<file path="src/rtl/pwm_trip_guard_pkg.sv">
// pwm_trip_guard_pkg: shared state and trip-cause encodings for the PWM output guard
package pwm_trip_guard_pkg;
  typedef enum logic [1:0] {IDLE, ARMING, ARMED, TRIPPED} _guard_state;
  typedef enum logic [1:0] {NONE, EXT, SW, SHOOT} _trip_cause;
endpackage

</file>
<file path="src/rtl/pwm_trip_guard_fault_filter.sv">
// fault_filter: synchronizes fault_n and accepts it after filt_len consecutive active cycles
module fault_filter #(
  parameter int FILT_W = 8,
  parameter int SYNC_STAGES = 2
) (
  input  logic              clk,
  input  logic              reset,
  input  logic              fault_n,
  input  logic [FILT_W-1:0] filt_len,
  output logic              fault_evt,
  output logic              fault_act
);
  logic [SYNC_STAGES-1:0] sync;
  logic [FILT_W-1:0] cnt, len;
  assign len = (filt_len == '0) ? FILT_W'(1) : filt_len;
  assign fault_act = ~sync[SYNC_STAGES-1];
  // fires exactly once per fault: the counter saturates one past the firing value
  assign fault_evt = fault_act && cnt == len - 1'b1;
  always_ff @(posedge clk or negedge reset)
    if (!reset) begin
      sync <= '1;
      cnt <= '0;
    end else begin
      sync <= {sync[SYNC_STAGES-2:0], fault_n};
      cnt <= !fault_act ? '0 : (cnt == len) ? cnt : cnt + 1'b1;
    end
endmodule

</file>
<file path="src/rtl/pwm_trip_guard.sv">
// pwm_trip_guard: gates PWM legs to the drivers, latching trips until cleared.
// Define PWM_GUARD_SHOOT_THROUGH_EN to include the shoot-through detector.
module pwm_trip_guard
  import pwm_trip_guard_pkg::*;
#(
  parameter int FILT_W = 8,
  parameter int SYNC_STAGES = 2
) (
  input  logic              clk,
  input  logic              reset,
  input  logic              pwm_onoff,
  input  logic              pwmout_A,
  input  logic              pwmout_B,
  input  logic              logic_A,
  input  logic              logic_B,
  input  logic              fault_n,
  input  logic [FILT_W-1:0] filt_len,
  input  logic              sw_trip,
  input  logic              clear,
  output logic              gate_A,
  output logic              gate_B,
  output logic              armed,
  output logic              tripped,
  output logic [1:0]        trip_cause
);
  _guard_state state, state_nx;
  _trip_cause cause, cause_nx;
  logic pwm_q_a, pwm_q_b, fault_evt, fault_act, shoot, trip, clr_ok, legs_idle;
  fault_filter #(.FILT_W(FILT_W), .SYNC_STAGES(SYNC_STAGES)) u_filt (
    .clk(clk), .reset(reset), .fault_n(fault_n), .filt_len(filt_len),
    .fault_evt(fault_evt), .fault_act(fault_act)
  );
`ifdef PWM_GUARD_SHOOT_THROUGH_EN
  // raw inputs, so the overlapping sample trips before it can reach the gates
  assign shoot = (state == ARMING || state == ARMED) && pwmout_A == logic_A && pwmout_B == logic_B;
`else
  assign shoot = 1'b0;
`endif
  assign trip = fault_evt | sw_trip | shoot;
  assign clr_ok = state == TRIPPED && clear && !fault_act;
  assign legs_idle = pwm_q_a == ~logic_A && pwm_q_b == ~logic_B;
  always_comb begin
    state_nx = trip ? TRIPPED
      : state == TRIPPED ? (clr_ok ? IDLE : TRIPPED)
      : !pwm_onoff ? IDLE
      : state == IDLE ? ARMING
      : (state == ARMING && legs_idle) ? ARMED : state;
    cause_nx = trip ? (state == TRIPPED ? cause : fault_evt ? EXT : shoot ? SHOOT : SW)
      : clr_ok ? NONE : cause;
  end
  always_ff @(posedge clk or negedge reset)
    if (!reset) begin
      state <= IDLE;
      cause <= NONE;
      pwm_q_a <= 1'b0;
      pwm_q_b <= 1'b0;
    end else begin
      state <= state_nx;
      cause <= cause_nx;
      pwm_q_a <= pwmout_A;
      pwm_q_b <= pwmout_B;
    end
  assign gate_A = state == ARMED ? pwm_q_a : ~logic_A;
  assign gate_B = state == ARMED ? pwm_q_b : ~logic_B;
  assign armed = state == ARMED;
  assign tripped = state == TRIPPED;
  assign trip_cause = cause;
endmodule

</file>
<file path="config.mk">
export PLATFORM = sky130hd
export DESIGN_NAME = pwm_trip_guard
export DESIGN_NICKNAME = d
export VERILOG_FILES = /design/src/rtl/pwm_trip_guard_pkg.sv /design/src/rtl/pwm_trip_guard_fault_filter.sv /design/src/rtl/pwm_trip_guard.sv
export SDC_FILE = /design/constraint.sdc
export NUM_CORES = 1
export LEC_CHECK = 0
export CAP_MARGIN = 10
export CORE_UTILIZATION = 30
export DETAILED_ROUTE_END_ITERATION = 16
export SLEW_MARGIN = 0
export SYNTH_ARGS = -nofsm -noshare
export SYNTH_HDL_FRONTEND = slang
export SYNTH_SLANG_ARGS = --single-unit
</file>
<file path="constraint.sdc">
create_clock -name clk -period 1.9 [get_ports clk]
set_input_delay 0.38 -clock clk [delete_from_list [all_inputs] [get_ports clk]]
set_output_delay 0.38 -clock clk [all_outputs]
set_load 0.005 [all_outputs]
</file>
==> metrics, run 1 <==
Worst Path Arrival 2350 ps; commonest non-fill, non-tap cell in the layout buf_4; area grow syn2layout 58.2%; slew at the pin closest to its max-slew limit 510 ps; CP startpoint kind input pin; Worst path slowest cell or4_4; Num CTS Buffers 3; die area 3900 um2; Post-synth EDFFs 0; crit-path leading delay family simple AND/OR/NAND/NOR gates; htree depth 1; Synth top area share 0.320; Hold Vio Cnt, Final 0; Syn. warnings 0; number of port buffers 23; first-pass GRT wire length 4860 um; share of flip-flops with an asynchronous set or reset 1.00; Critical Path Stages 10; relative slew slack 0.659; worst path bufs/invs 2; CTS clk-pin slew, worst paths 90 ps; Vias/cell 4.85; Reg area 403 um2; Tcrit/Tclk final 1.16; CP Cell Sequence buf_8 -> nor4_4 -> a21o_2 -> inv_2 -> ha_4 -> nor4b_4 -> and4b_1 -> o311ai_4 -> nor2_2 -> or4_4; site row count 21; post-synth cell types 42; GRT overflow 0; routed vias 1068; Routed Antenna Nets 0; die width 62.4 um; IO Pins 24; Avg Cell Area, Syn 9.13 um2; fin. max-slew vios 0; Clk Latency, worst-skew pair 280 ps; max-cap viol count 0; RSZ-0062 raised after global routing true; failing checks setup timing; # DRC 0; Cells after Synth 120; upper clock frequency limit 455 MHz; status complete, but fails checks; antenna cells 0; All-Layer GR Usage 0.155; Final setup viols 4; Placed Area 1560 um2; TritonCTS clock tree done; Nets 195; commonest non-fill, non-tap cells in the layout buf_4 (30), dfrtp_1 (14), clkdlybuf4s50_1 (13); Core Region 3420 um2; largest net degree at the start of global routing 17; hold depth 0; WP data required 2050 ps; flops & latches, synth 16; Fill cells 326; vias in the first global route 1099; Initial Util 0.321; cts hold-fix bufs 0; static leakage 0.761 nW; worst setup path start filt_len[3]; drt pass-1 iters 4; Worst Skew 3.77 ps; Top FF cell, synth dfrtp_1; clock buffer depth 2; starting DRC count in detailed routing 31; area of the multi-input gates 771 um2; Synth area leaders dfrtp_1 (32%), xnor2_1 (8.0%), xor2_1 (6.4%), dfstp_2 (4.8%), nor2_1 (4.1%); initial antenna violation count 0; root buffer cell clkbuf_4; Worst Hold Class reg2reg; peak supply drop 191 uV; worst slack at placement -1090 ps; HP Start u_filt.sync[0]$_DFF_PN1_; clock sink count 16; Post-Syn Area 1100 um2; Power, Total 0.911 mW; Routed WL per cell 12.9 um; r2r worst-path depth 5; die span in y 62.4 um; WL final 2830 um; Worst R2R Start u_filt.cnt[6]$_DFFE_PN0P_; largest incremental delay on the critical path 480 ps; total negative setup slack -979 ps; HPWL after DPL 2080 um; CP max FO 3; register area share after synthesis 0.368; worst setup path class in2reg; Cell Pwr Density 525 nW/um2; Placer Congestion 0.766; slack of the critical path -297 ps; Worst setup EP type register; area leader, netlist dfrtp_1; syn_nets 140; share of layout cells above drive strength 1 0.391; Final Cell Area 1730 um2; min cycle time layout 2200 ps
synth_stat cells, drive strengths merged, types with 2 or more instances:
cell,instances
dfstp,2
o21ai,5
a211oi,4
nor4b,2
nand3,3
xnor2,10
buf,2
nor3,5
nor4,2
a21oi,8
nor2,13
inv,7
xor2,8
ha,2
nand2,6
and3,5
o2111ai,2
dfrtp,14
repair_timing:
| action | in CTS | in global routing |
|---|---|---|
| setup endpoints to repair | 14 | 7 |
| setup buffers | 5 | 4 |
| endpoints found under the hold margin | 0 | 0 |
| cloned | 0 | 0 |
| gates resized for setup | 42 | 11 |
| pin swaps | 10 | 5 |
stage by stage:
stage          utilization  std cells  hold slack (ps)
4_1_cts              0.481        216              366
5_1_grt              0.508        220              369
3_3_place_gp         0.456        207              347
2_1_floorplan            -        120             84.4
3_5_place_dp         0.456        207              347
6_report             0.508        220              365
logic make-up (layout without fill, tap and decap cells):
group	Yosys count	count (layout)	synth area share
AO/OA/AOI/OAI	25	25	0.160
XOR/XNOR	18	18	0.144
adder cells (fa/ha/maj)	2	2	0.0228
buffers and inverters	10	64	0.0377
flip-flops	16	16	0.368
multiplexers	2	2	0.0228
AND/OR/NAND/NOR	47	47	0.245
flip-flops by register name, indices dropped and copies added (netlist names):
signal and flops:
pwm_q_a 1, u_filt.cnt 8, state 2, trip_cause 2
pwm_q_b 1, u_filt.sync 2
power breakdown:
part / leakage (nW) / internal [mW] / switching [mW]
Combinational: 0.540 / 0.172 / 0.134
Clock: 0.0210 / 0.117 / 0.102
Sequential: 0.199 / 0.365 / 0.0220
Total: 0.761 / 0.654 / 0.258
routing by layer:
| layer | up-vias | track usage | share of wire |
|---|---|---|---|
| met5 | - | 0 | 0 |
| met4 | 0 | 0.0523 | 0.0064 |
| met3 | 2 | 0.0255 | 0.040 |
| met2 | 28 | 0.262 | 0.51 |
| met1 | 498 | 0.200 | 0.44 |
| li1 | 540 | - | - |
area by class of cell:
class | instances | area share
multi-input cells | 94 | 0.444
repair buffers | 53 | 0.253
flip-flops and latches | 16 | 0.232
well taps | 46 | 0.0332
clock buffers | 4 | 0.0209
inverters | 7 | 0.0166
worst paths after layout:
| path | endpoint | slack [ps] |
|---|---|---|
| min | u_filt.sync[1]$_DFF_PN1_ | 360 |
| max | state[0]$_DFFE_PN0P_ | -300 |
| min reg2reg | u_filt.sync[1]$_DFF_PN1_ | 360 |
| min in group asynchronous | u_filt.cnt[4]$_DFFE_PN0P_ | 420 |
| max in group asynchronous | u_filt.sync[1]$_DFF_PN1_ | 1240 |
| max reg2reg | state[0]$_DFFE_PN0P_ | -40 |
No activity file was read; power rests on OpenSTA's default activity.
==> run 2, diff against run 1 <==
--- a/config.mk
+++ b/config.mk
@@ -7,6 +7,7 @@
 export LEC_CHECK = 0
 export CAP_MARGIN = 10
 export CORE_UTILIZATION = 30
+export CTS_CLUSTER_DIAMETER = 80
 export DETAILED_ROUTE_END_ITERATION = 16
 export SLEW_MARGIN = 0
 export SYNTH_ARGS = -nofsm -noshare
==> results of run 2 <==
No change in the layout: final DEF, timing and power equal those of run 1.
